`src/rtl/dma2mem_stream_monitor.sv`:
```
// Per-lane DMA-to-memc monitor: per-stream event counters, outstanding-read tracking,
// write checksums and first-violation capture, read back through a stream-select port.
module dma2mem_stream_monitor #(
  parameter int NUM_STREAMS     = 2,
  parameter int ADDR_W          = 24,
  parameter int DATA_W          = 32,
  parameter int CNT_W           = 16,
  parameter int MAX_OUTSTANDING = 8,
  localparam int SEL_W = (NUM_STREAMS > 1) ? $clog2(NUM_STREAMS) : 1,
  localparam int OUT_W = $clog2(MAX_OUTSTANDING + 1) + 1
) (
  input  logic                          clk,
  input  logic                          reset_poweron_n,
  input  logic [NUM_STREAMS-1:0]        dma__memc__write_valid,
  input  logic [NUM_STREAMS*ADDR_W-1:0] dma__memc__write_address,
  input  logic [NUM_STREAMS*DATA_W-1:0] dma__memc__write_data,
  input  logic [NUM_STREAMS-1:0]        memc__dma__write_ready,
  input  logic [NUM_STREAMS-1:0]        dma__memc__read_valid,
  input  logic [NUM_STREAMS*ADDR_W-1:0] dma__memc__read_address,
  input  logic [NUM_STREAMS-1:0]        memc__dma__read_ready,
  input  logic [NUM_STREAMS-1:0]        dma__memc__read_pause,
  input  logic [NUM_STREAMS-1:0]        memc__dma__read_data_valid,
  input  logic                          cfg__enable,
  input  logic                          cfg__clear,
  input  logic [ADDR_W-1:0]             cfg__addr_lo,
  input  logic [ADDR_W-1:0]             cfg__addr_hi,
  input  logic [SEL_W-1:0]              cfg__stream_sel,
  output logic [CNT_W-1:0]              mon__write_count,
  output logic [CNT_W-1:0]              mon__read_req_count,
  output logic [CNT_W-1:0]              mon__read_data_count,
  output logic [OUT_W-1:0]              mon__outstanding,
  output logic [DATA_W-1:0]             mon__write_checksum,
  output logic [1:0]                    mon__state,
  output logic                          mon__error,
  output logic [2:0]                    mon__error_code,
  output logic [SEL_W-1:0]              mon__error_stream,
  output logic [ADDR_W-1:0]             mon__error_addr
);

  typedef enum logic [1:0] {
    ST_IDLE = 2'b00,
    ST_RUN  = 2'b01,
    ST_ERR  = 2'b10
  } state_t;

  typedef enum logic [2:0] {
    CODE_NONE      = 3'd0,
    CODE_UNDERFLOW = 3'd1,
    CODE_OVERFLOW  = 3'd2,
    CODE_PAUSE     = 3'd3,
    CODE_RANGE     = 3'd4
  } code_t;

  localparam logic [OUT_W-1:0] OUT_MAX = OUT_W'(MAX_OUTSTANDING);

  state_t state_q, state_d;

  logic [CNT_W-1:0]  wr_cnt   [NUM_STREAMS];
  logic [CNT_W-1:0]  rreq_cnt [NUM_STREAMS];
  logic [CNT_W-1:0]  rdat_cnt [NUM_STREAMS];
  logic [OUT_W-1:0]  outst    [NUM_STREAMS];
  logic [DATA_W-1:0] csum     [NUM_STREAMS];
  logic [NUM_STREAMS-1:0] pause_prev;

  logic [ADDR_W-1:0] wr_addr [NUM_STREAMS];
  logic [ADDR_W-1:0] rd_addr [NUM_STREAMS];
  logic [DATA_W-1:0] wr_data [NUM_STREAMS];
  logic [NUM_STREAMS-1:0] w_acc, r_acc, d_evt;
  logic [NUM_STREAMS-1:0] under_v, over_v, pause_v, wr_oor_v, rd_oor_v;

  logic              viol_found;
  code_t             viol_code;
  logic [SEL_W-1:0]  viol_stream;
  logic [ADDR_W-1:0] viol_addr;
  logic              capture;
  logic              count_en;

  logic              err_flag;
  code_t             err_code;
  logic [SEL_W-1:0]  err_stream;
  logic [ADDR_W-1:0] err_addr;

  logic [CNT_W-1:0]  sel_wr, sel_rreq, sel_rdat;
  logic [OUT_W-1:0]  sel_outst;
  logic [DATA_W-1:0] sel_csum;

  always_comb begin
    w_acc = dma__memc__write_valid & memc__dma__write_ready;
    r_acc = dma__memc__read_valid & memc__dma__read_ready;
    d_evt = memc__dma__read_data_valid;
    for (int s = 0; s < NUM_STREAMS; s++) begin
      wr_addr[s] = dma__memc__write_address[s*ADDR_W +: ADDR_W];
      rd_addr[s] = dma__memc__read_address[s*ADDR_W +: ADDR_W];
      wr_data[s] = dma__memc__write_data[s*DATA_W +: DATA_W];
    end
  end

  // Raw per-stream violation conditions; pause_prev holds last cycle's pause level.
  always_comb begin
    under_v  = '0;
    over_v   = '0;
    pause_v  = '0;
    wr_oor_v = '0;
    rd_oor_v = '0;
    for (int s = 0; s < NUM_STREAMS; s++) begin
      under_v[s]  = d_evt[s] && (outst[s] == '0);
      over_v[s]   = r_acc[s] && !d_evt[s] && (outst[s] == OUT_MAX);
      pause_v[s]  = d_evt[s] && dma__memc__read_pause[s] && pause_prev[s];
      wr_oor_v[s] = w_acc[s] && ((wr_addr[s] < cfg__addr_lo) || (wr_addr[s] > cfg__addr_hi));
      rd_oor_v[s] = r_acc[s] && ((rd_addr[s] < cfg__addr_lo) || (rd_addr[s] > cfg__addr_hi));
    end
  end

  // Walk streams from highest to lowest so the lowest violating stream overrides.
  always_comb begin
    viol_found  = 1'b0;
    viol_code   = CODE_NONE;
    viol_stream = '0;
    viol_addr   = '0;
    for (int s = NUM_STREAMS - 1; s >= 0; s--) begin
      if (under_v[s]) begin
        viol_found = 1'b1; viol_code = CODE_UNDERFLOW; viol_stream = SEL_W'(s); viol_addr = '0;
      end else if (over_v[s]) begin
        viol_found = 1'b1; viol_code = CODE_OVERFLOW; viol_stream = SEL_W'(s); viol_addr = '0;
      end else if (pause_v[s]) begin
        viol_found = 1'b1; viol_code = CODE_PAUSE; viol_stream = SEL_W'(s); viol_addr = '0;
      end else if (wr_oor_v[s]) begin
        viol_found = 1'b1; viol_code = CODE_RANGE; viol_stream = SEL_W'(s); viol_addr = wr_addr[s];
      end else if (rd_oor_v[s]) begin
        viol_found = 1'b1; viol_code = CODE_RANGE; viol_stream = SEL_W'(s); viol_addr = rd_addr[s];
      end
    end
  end

  assign capture  = (state_q == ST_RUN) && !cfg__clear && viol_found;
  assign count_en = (state_q != ST_IDLE);

  always_ff @(posedge clk or negedge reset_poweron_n) begin
    if (!reset_poweron_n) begin
      state_q <= ST_IDLE;
    end else begin
      state_q <= state_d;
    end
  end

  always_comb begin
    state_d = state_q;
    if (cfg__clear) begin
      state_d = cfg__enable ? ST_RUN : ST_IDLE;
    end else begin
      case (state_q)
        ST_IDLE: if (cfg__enable) state_d = ST_RUN;
        ST_RUN: begin
          if (viol_found)        state_d = ST_ERR;
          else if (!cfg__enable) state_d = ST_IDLE;
        end
        ST_ERR:  state_d = ST_ERR;
        default: state_d = ST_IDLE;
      endcase
    end
  end

  // Per-stream counters keep running in ERR; clear drops any same-cycle events.
  always_ff @(posedge clk or negedge reset_poweron_n) begin
    if (!reset_poweron_n) begin
      pause_prev <= '0;
      for (int s = 0; s < NUM_STREAMS; s++) begin
        wr_cnt[s]   <= '0;
        rreq_cnt[s] <= '0;
        rdat_cnt[s] <= '0;
        outst[s]    <= '0;
        csum[s]     <= '0;
      end
    end else if (cfg__clear) begin
      pause_prev <= '0;
      for (int s = 0; s < NUM_STREAMS; s++) begin
        wr_cnt[s]   <= '0;
        rreq_cnt[s] <= '0;
        rdat_cnt[s] <= '0;
        outst[s]    <= '0;
        csum[s]     <= '0;
      end
    end else begin
      pause_prev <= dma__memc__read_pause;
      if (count_en) begin
        for (int s = 0; s < NUM_STREAMS; s++) begin
          if (w_acc[s] && (wr_cnt[s] != '1))   wr_cnt[s]   <= wr_cnt[s] + 1'b1;
          if (r_acc[s] && (rreq_cnt[s] != '1)) rreq_cnt[s] <= rreq_cnt[s] + 1'b1;
          if (d_evt[s] && (rdat_cnt[s] != '1)) rdat_cnt[s] <= rdat_cnt[s] + 1'b1;
          if (w_acc[s]) csum[s] <= csum[s] + wr_data[s];
          if (r_acc[s] && !d_evt[s] && (outst[s] != OUT_MAX)) begin
            outst[s] <= outst[s] + 1'b1;
          end else if (d_evt[s] && !r_acc[s] && (outst[s] != '0)) begin
            outst[s] <= outst[s] - 1'b1;
          end
        end
      end
    end
  end

  always_ff @(posedge clk or negedge reset_poweron_n) begin
    if (!reset_poweron_n) begin
      err_flag   <= 1'b0;
      err_code   <= CODE_NONE;
      err_stream <= '0;
      err_addr   <= '0;
    end else if (cfg__clear) begin
      err_flag   <= 1'b0;
      err_code   <= CODE_NONE;
      err_stream <= '0;
      err_addr   <= '0;
    end else if (capture) begin
      err_flag   <= 1'b1;
      err_code   <= viol_code;
      err_stream <= viol_stream;
      err_addr   <= viol_addr;
    end
  end

  always_comb begin
    sel_wr    = '0;
    sel_rreq  = '0;
    sel_rdat  = '0;
    sel_outst = '0;
    sel_csum  = '0;
    for (int s = 0; s < NUM_STREAMS; s++) begin
      if (cfg__stream_sel == SEL_W'(s)) begin
        sel_wr    = wr_cnt[s];
        sel_rreq  = rreq_cnt[s];
        sel_rdat  = rdat_cnt[s];
        sel_outst = outst[s];
        sel_csum  = csum[s];
      end
    end
  end

  // Output stage: every readout is one register behind the internal state.
  always_ff @(posedge clk or negedge reset_poweron_n) begin
    if (!reset_poweron_n) begin
      mon__write_count     <= '0;
      mon__read_req_count  <= '0;
      mon__read_data_count <= '0;
      mon__outstanding     <= '0;
      mon__write_checksum  <= '0;
      mon__state           <= ST_IDLE;
      mon__error           <= 1'b0;
      mon__error_code      <= CODE_NONE;
      mon__error_stream    <= '0;
      mon__error_addr      <= '0;
    end else begin
      mon__write_count     <= sel_wr;
      mon__read_req_count  <= sel_rreq;
      mon__read_data_count <= sel_rdat;
      mon__outstanding     <= sel_outst;
      mon__write_checksum  <= sel_csum;
      mon__state           <= state_q;
      mon__error           <= err_flag;
      mon__error_code      <= err_code;
      mon__error_stream    <= err_stream;
      mon__error_addr      <= err_addr;
    end
  end

endmodule

```
`config.mk`:
```
export PLATFORM = sky130hd
export DESIGN_NAME = dma2mem_stream_monitor
export DESIGN_NICKNAME = d
export VERILOG_FILES = /design/src/rtl/dma2mem_stream_monitor.sv
export SDC_FILE = /design/constraint.sdc
export NUM_CORES = 1
export LEC_CHECK = 0
export CORE_AREA = 2 2 326 167
export CTS_CLUSTER_SIZE = 28
export DETAILED_ROUTE_END_ITERATION = 10
export DIE_AREA = 0 0 328 169
export GPL_ROUTABILITY_DRIVEN = 1
export PLACE_DENSITY = 0.74
export SKIP_LAST_GASP = 1
export SLEW_MARGIN = 20
export SYNTH_ARGS = -nofsm -noshare
export SYNTH_HDL_FRONTEND = slang
export SYNTH_SLANG_ARGS = --single-unit
```
`constraint.sdc`:
```
create_clock -name clk -period 5.41 [get_ports clk]
set_clock_uncertainty 0.15 [all_clocks]
set_input_delay 1.3525 -clock clk [delete_from_list [all_inputs] [get_ports clk]]
set_output_delay 1.3525 -clock clk [all_outputs]
set_load 0.01 [all_outputs]
```
* Yosys cells after proc, flatten, opt, wreduce, memory -nomap -nowiden
Index checks and enable logic that the tools add are counted.
** Cells by class
- Equality and inequality tests :: 14
- Muxes and demuxes :: 77
- $lt $le $gt $ge :: 8
- Bitwise operators :: 2
- Reductions and logical operators :: 66
- Add/sub/neg operators :: 12
** Operator list (number)
- two-way mux 24 bit :: 12
- two-way mux 32 bit :: 9
- two-way mux 16 bit :: 9
- two-way mux 64 bit :: 2
- adder 16 x 1 -> 16 bit, second input constant :: 6
- greater-than comparator 24 bit :: 4
- < comparator 24 bit :: 4
- inequality test 16 bit, second input constant :: 6
- adder 32 bit :: 2
- two-way mux 3 bit :: 12
- logical AND 1 bit :: 28
- two-way mux 5 bit :: 5
- AND reduction 2 bit :: 11
- nonzero test 2 bit :: 11
- two-way mux 1 bit :: 20
- two-way mux 10 bit :: 2
- adder 5 x 1 -> 5 bit, second input constant :: 2
- equality test 5 x 4 -> 1 bit, second input constant :: 2
- logical NOT 5 bit :: 2
- two-way mux 2 bit :: 5
- inequality test 5 x 4 -> 1 bit, second input constant :: 2
- nonzero test 5 bit :: 2
- subtractor 5 x 1 -> 5 bit, second input constant :: 2
- one-hot mux 2 bit (3 select lines) :: 1
- 9 further kinds :: 18
** Word-level totals
- Input bits :: 225
- Bits in registers :: 319
- Word-level logic and storage cells :: 205

* Logic depth before layout (Yosys ltp)
- Word-level depth :: 16
- Gate-level depth with buffers :: 14
- Depth with buffers taken out :: 12

* Least setup slack after synthesis
OpenSTA, ideal clock, no wires.
- Path type :: in2reg
- Start point :: input dma__memc__write_data[32]
- End point :: register csum[30] (netlist name)
- Arrival :: 4.093 ns
- Stages :: 12
- Data required time :: 5.182 ns
- Setup time :: 0.078 ns
- Slack :: 1.089 ns
- Cells stage by stage :: ha_1 fa_1 a21o_1 a21oi_1 o2111a_1 o31ai_1 o41ai_1 o21ai_0 a221oi_1 xnor2_1 nand2_1 a21oi_1
** Between the ends
- Longest elaborated chain between the ends :: 4
** Ends and longest elaborated chain
- start: declaration :: RTL line 16 : input logic [NUM_STREAMS*DATA_W-1:0] dma__memc__write_data,
- adder 32 bit :: RTL line 190 : if (w_acc[s]) csum[s] <= csum[s] + wr_data[s];
- two-way mux 32 bit :: RTL line 190
- two-way mux 64 bit :: RTL line 185 : if (count_en) begin
- two-way mux 64 bit :: RTL line 174 : end else if (cfg__clear) begin
- end signal: indexed assignment :: RTL line 190
- end: declaration :: RTL line 62 : logic [DATA_W-1:0] csum [NUM_STREAMS];
Every way passes these cells. The select of a mux whose other input is x is not followed.
A chain may end at the register's enable or synchronous reset.

* Worst setup path in the final report
- Start point :: input cfg__addr_lo[4]
- End point :: register err_addr[9]
** Between the ends
- Longest elaborated chain between the ends :: 15
** Ends and longest elaborated chain
- start: declaration :: RTL line 25 : input logic [ADDR_W-1:0] cfg__addr_lo,
- < comparator 24 bit :: RTL line 110 : rd_oor_v[s] = r_acc[s] && ((rd_addr[s] < cfg__addr_lo) || (rd_addr[s] > cfg__addr_hi));
- logical OR 1 bit :: RTL line 110
- logical AND 1 bit :: RTL line 110
- two-way mux 24 bit / two-way mux 1 bit (equally long branches) :: RTL line 129 : end else if (rd_oor_v[s]) begin
- two-way mux 24 bit / two-way mux 1 bit (equally long branches) :: RTL line 127 : end else if (wr_oor_v[s]) begin
- two-way mux 24 bit / two-way mux 1 bit (equally long branches) :: RTL line 125 : end else if (pause_v[s]) begin
- two-way mux 24 bit / two-way mux 1 bit (equally long branches) :: RTL line 123 : end else if (over_v[s]) begin
- two-way mux 24 bit / two-way mux 1 bit (equally long branches) :: RTL line 121 : if (under_v[s]) begin
- two-way mux 24 bit / two-way mux 1 bit (equally long branches) :: RTL line 129
- two-way mux 24 bit / two-way mux 1 bit (equally long branches) :: RTL line 127
- two-way mux 24 bit / two-way mux 1 bit (equally long branches) :: RTL line 125
- two-way mux 24 bit / two-way mux 1 bit (equally long branches) :: RTL line 123
- two-way mux 24 bit / two-way mux 1 bit (equally long branches) :: RTL line 121
- two-way mux 24 bit / logical AND 1 bit (equally long branches) :: RTL line 212, 135
- two-way mux 24 bit / nonzero test 2 bit (equally long branches)
- end signal: assignment :: RTL line 216 : err_addr <= viol_addr;
- end: declaration :: RTL line 81 : logic [ADDR_W-1:0] err_addr;
Several ways; a longest one is shown, not always the timed one. The select of a mux whose other input is x is not followed.

==> impl_results.md <==
- Comb pwr share: 0.249
- Tightest Hold Check Type: reg2reg
- Final wirelength: 73560 um
- Final hold slack: 0.2160 ns
- Syn Nets: 2587
- Post-Synthesis Cells: 2096
- Crit path time final: 4.944 ns
- Via density: 5.666
- Synth Flop Type: dfrtp_1
- Buffers on Ports: 340
- Fmax: 202.3 MHz
- Most frequent cells in the layout: clkdlybuf4s50_1 (337), dfrtp_1 (319), ha_1 (262), nand2_1 (155), nor2_1 (152)
- R2R depth: 12
- Sw frac: 0.3073
- Cell Count, Final, Fillers Out: 3177
- Post-synth EDFFs: 0
- Avg Inst Size Synth: 9.940 um^2
- Clk slew on worst S/H paths: 0.07 ns
- Critical Path Sink Type: register
- Sequential power share: 0.387
- GPL Wtd Cong: 1.038
- Synth unique cells: 77
- Final Hold Viols: 0
- Critical Path RT: 5.75 ns
- Fraction of layout cells with a size suffix above 1: 0.08821
- Synth top area share: 0.3831
- Reg-to-reg endpoint: csum[63]
- Critical path peak fanout: 16
- Die X: 328 um
- Post-CTS resize count: 0
- Fin util: 0.5001
- Worst setup path end: err_addr[9]
- Crit Path Class: in2reg
- # Max-Cap Violations: 0
- Internal power: 4.657 mW
- I/O pins: 341
- Sw Pwr: 2.066 mW
- CTS tree: built
- # setup viols final: 0
- RSZ-0062 raised after global routing: no
- Number of remaining DRC errors: 0
- Measured slew at the worst slew-check pin: 1.073 ns
- # hold bufs at CTS: 0
- Nets@finish: 2927
- Die H: 169 um
- Initial antenna violation count: 6
- Total negative slack: 0 ns
- Startpoint Class: input pin
- Post-CTS Setup Repair Bufs: 0
- GR Util All Layers: 0.2631
- Total area of sequential cells: 7983 um^2
- Mapped cell area: 20830 um^2
- Final Cycle Share: 0.9139
- First-pass GRT wire length: 111400 um
- Routed via count: 18000
- P&R area growth vs syn: 26.68%
- Final instance area: 26390 um^2
- Worst-skew pair later-pin latency: 0.61 ns
- Largest net degree at the start of global routing: 117
- Leak pwr: 12.49 nW
- #FFs+latches synth: 319
- Number of fillers in the final layout: 4745
- CTS Buffer Depth: 3
- Clock power frac: 0.364
- Final slew viol count: 0
- DRT Pass-1 Iters: 5
- Slew HR: 0.2808
- R2r startpoint: csum[38]
- CP startpoint: cfg__addr_lo[4]
- Initial core utilization: 0.3948
- Ranking of synthesized cells by area: dfrtp_1 (38%), ha_1 (16%), mux2_2 (5.7%), xor2_1 (3.6%), a21oi_1 (3.3%)
- Root Driver: clkbuf_16
- R2r setup slk: 1.48 ns
- Commonest non-fill, non-tap cell in the layout: clkdlybuf4s50_1
- Initial DRC Count: 1832
- Drt wl/cell: 23.15 um
- Clock Sinks: 319
- Pre-CTS WS: 0.02716 ns
- Vias in the first global route: 17880
- Total number of yosys warnings: 0
- Synth area leader: dfrtp_1
- Hpwl dp: 57290 um
- Placed instance area: 25250 um^2
- Async SR Flop Fraction: 1.000
- Status: completed
- Tot Pwr: 6.723 mW
- Num rows: 60
- Worst Setup Slack, final: 0.4658 ns
- Die Area: 55430 um^2
- PD cells: 254.7 nW/um^2
- Total CTS buffers: 31
- H-tree Lvls: 1
- Multi-input logic area: 12260 um^2
- Placed cells: 3116
- Core area: 52780 um^2
- Register area share after synthesis: 0.3831
- Worst vdd ir: 0.2379 mV
- Congestion Overflow GR: 0
- Antenna viol nets, final: 0
- CP Data Arrival Time: 5.28 ns
## worst max-delay path, cell delays in order
cell	delay [ns]
clkdlybuf4s50_1	0.47
inv_1	0.11
ha_1	0.31
a21oi_1	0.17
nor2b_1	0.09
a2111oi_2	0.80
a21oi_1	0.20
buf_4	0.19
o21ai_0	0.22
a22oi_2	0.15
or2_2	0.44
buf_12	0.21
and3_1	0.16
a221oi_1	0.31
o2bb2ai_1	0.12
## how the worst min path moves through the flow
| stage | slack (ns) | depth (start not counted) | start | endpoint |
|---|---|---|---|---|
| after CTS | 0.22 | 0 | err_addr[7] | mon__error_addr[7] |
| after global routing | 0.23 | 0 | err_addr[0] | mon__error_addr[0] |
| final | 0.22 | 0 | err_code[2] | mon__error_code[2] |
| after floorplan | 0.20 | 0 | err_addr[0] | mon__error_addr[0] |
| after global placement | 0.20 | 0 | err_addr[21] | mon__error_addr[21] |
| after detailed placement | 0.20 | 0 | err_code[2] | mon__error_code[2] |
## power by group through the flow
stage          registers, mW  logic [mW]  clock network, mW
5_1_grt                 2.61        1.82               2.60
3_5_place_dp            2.64        1.63                  0
3_3_place_gp            2.64        1.60                  0
2_1_floorplan           2.63       0.891                  0
6_report                2.60        1.67               2.45
4_1_cts                 2.60        1.65               2.50
## cells in the mapped netlist (4+ instances only)
cell	count
and4_1	9
xnor2_1	47
nor4_1	12
nor3_1	12
inv_1	93
o211ai_1	9
a21o_1	87
fa_1	4
a211oi_1	13
o21bai_1	10
a22o_1	35
nand2b_1	15
or4_1	5
xor2_1	86
a31oi_1	15
a32o_1	4
o2111ai_1	7
nand2_1	155
mux2i_1	10
nor2b_1	35
or2_2	6
or3_1	18
dfrtp_1	319
and2_1	7
nor2_1	155
o2bb2ai_1	25
o21a_1	9
o21ai_0	86
nand4_1	64
and3_1	37
a211o_1	5
buf_2	6
mux2_2	105
nand3_1	43
a2111oi_0	4
a21boi_0	4
ha_1	262
a21oi_1	137
o31ai_1	8
o21ai_1	5
a221oi_1	26
clkbuf_1	54
## cell type report
| class | count | share of cell area |
|---|---|---|
| multi-input combinational | 1620 | 0.4647 |
| sequential | 319 | 0.3025 |
| timing repair buffer | 371 | 0.1425 |
| clock buffer | 41 | 0.03385 |
| tap | 713 | 0.03380 |
| inverter | 93 | 0.01323 |
| clock inverter | 16 | 0.009102 |
| antenna | 4 | 0.0003793 |
## metal layers
layer / vias to the layer above / GRT usage / wire length, um
met5: - / 0 / 8
met4: 2 / 0.04108 / 1026
met3: 66 / 0.05871 / 6234
met2: 684 / 0.3705 / 29910
met1: 8870 / 0.4108 / 36380
li1: 8379 / - / -
## cells by family (layout without fill, tap and decap cells)
logic type | count (synthesis) | count (layout) | synth area share
mux | 115 | 115 | 0.06155
xor+xnor | 133 | 133 | 0.05591
buf+inv | 157 | 521 | 0.02937
other cells | 0 | 4 | 0
flops | 319 | 319 | 0.3831
compound gates | 523 | 523 | 0.1721
fa+ha+maj | 266 | 266 | 0.1612
simple gates | 583 | 583 | 0.1367
## flip-flops by register name (all words and copies together) (netlist names), 24 cells and up
name	cells
mon__write_checksum	32
err_addr	24
wr_cnt	32
csum	64
rdat_cnt	32
mon__error_addr	24
rreq_cnt	32
Power figures use the tool's default switching activity.
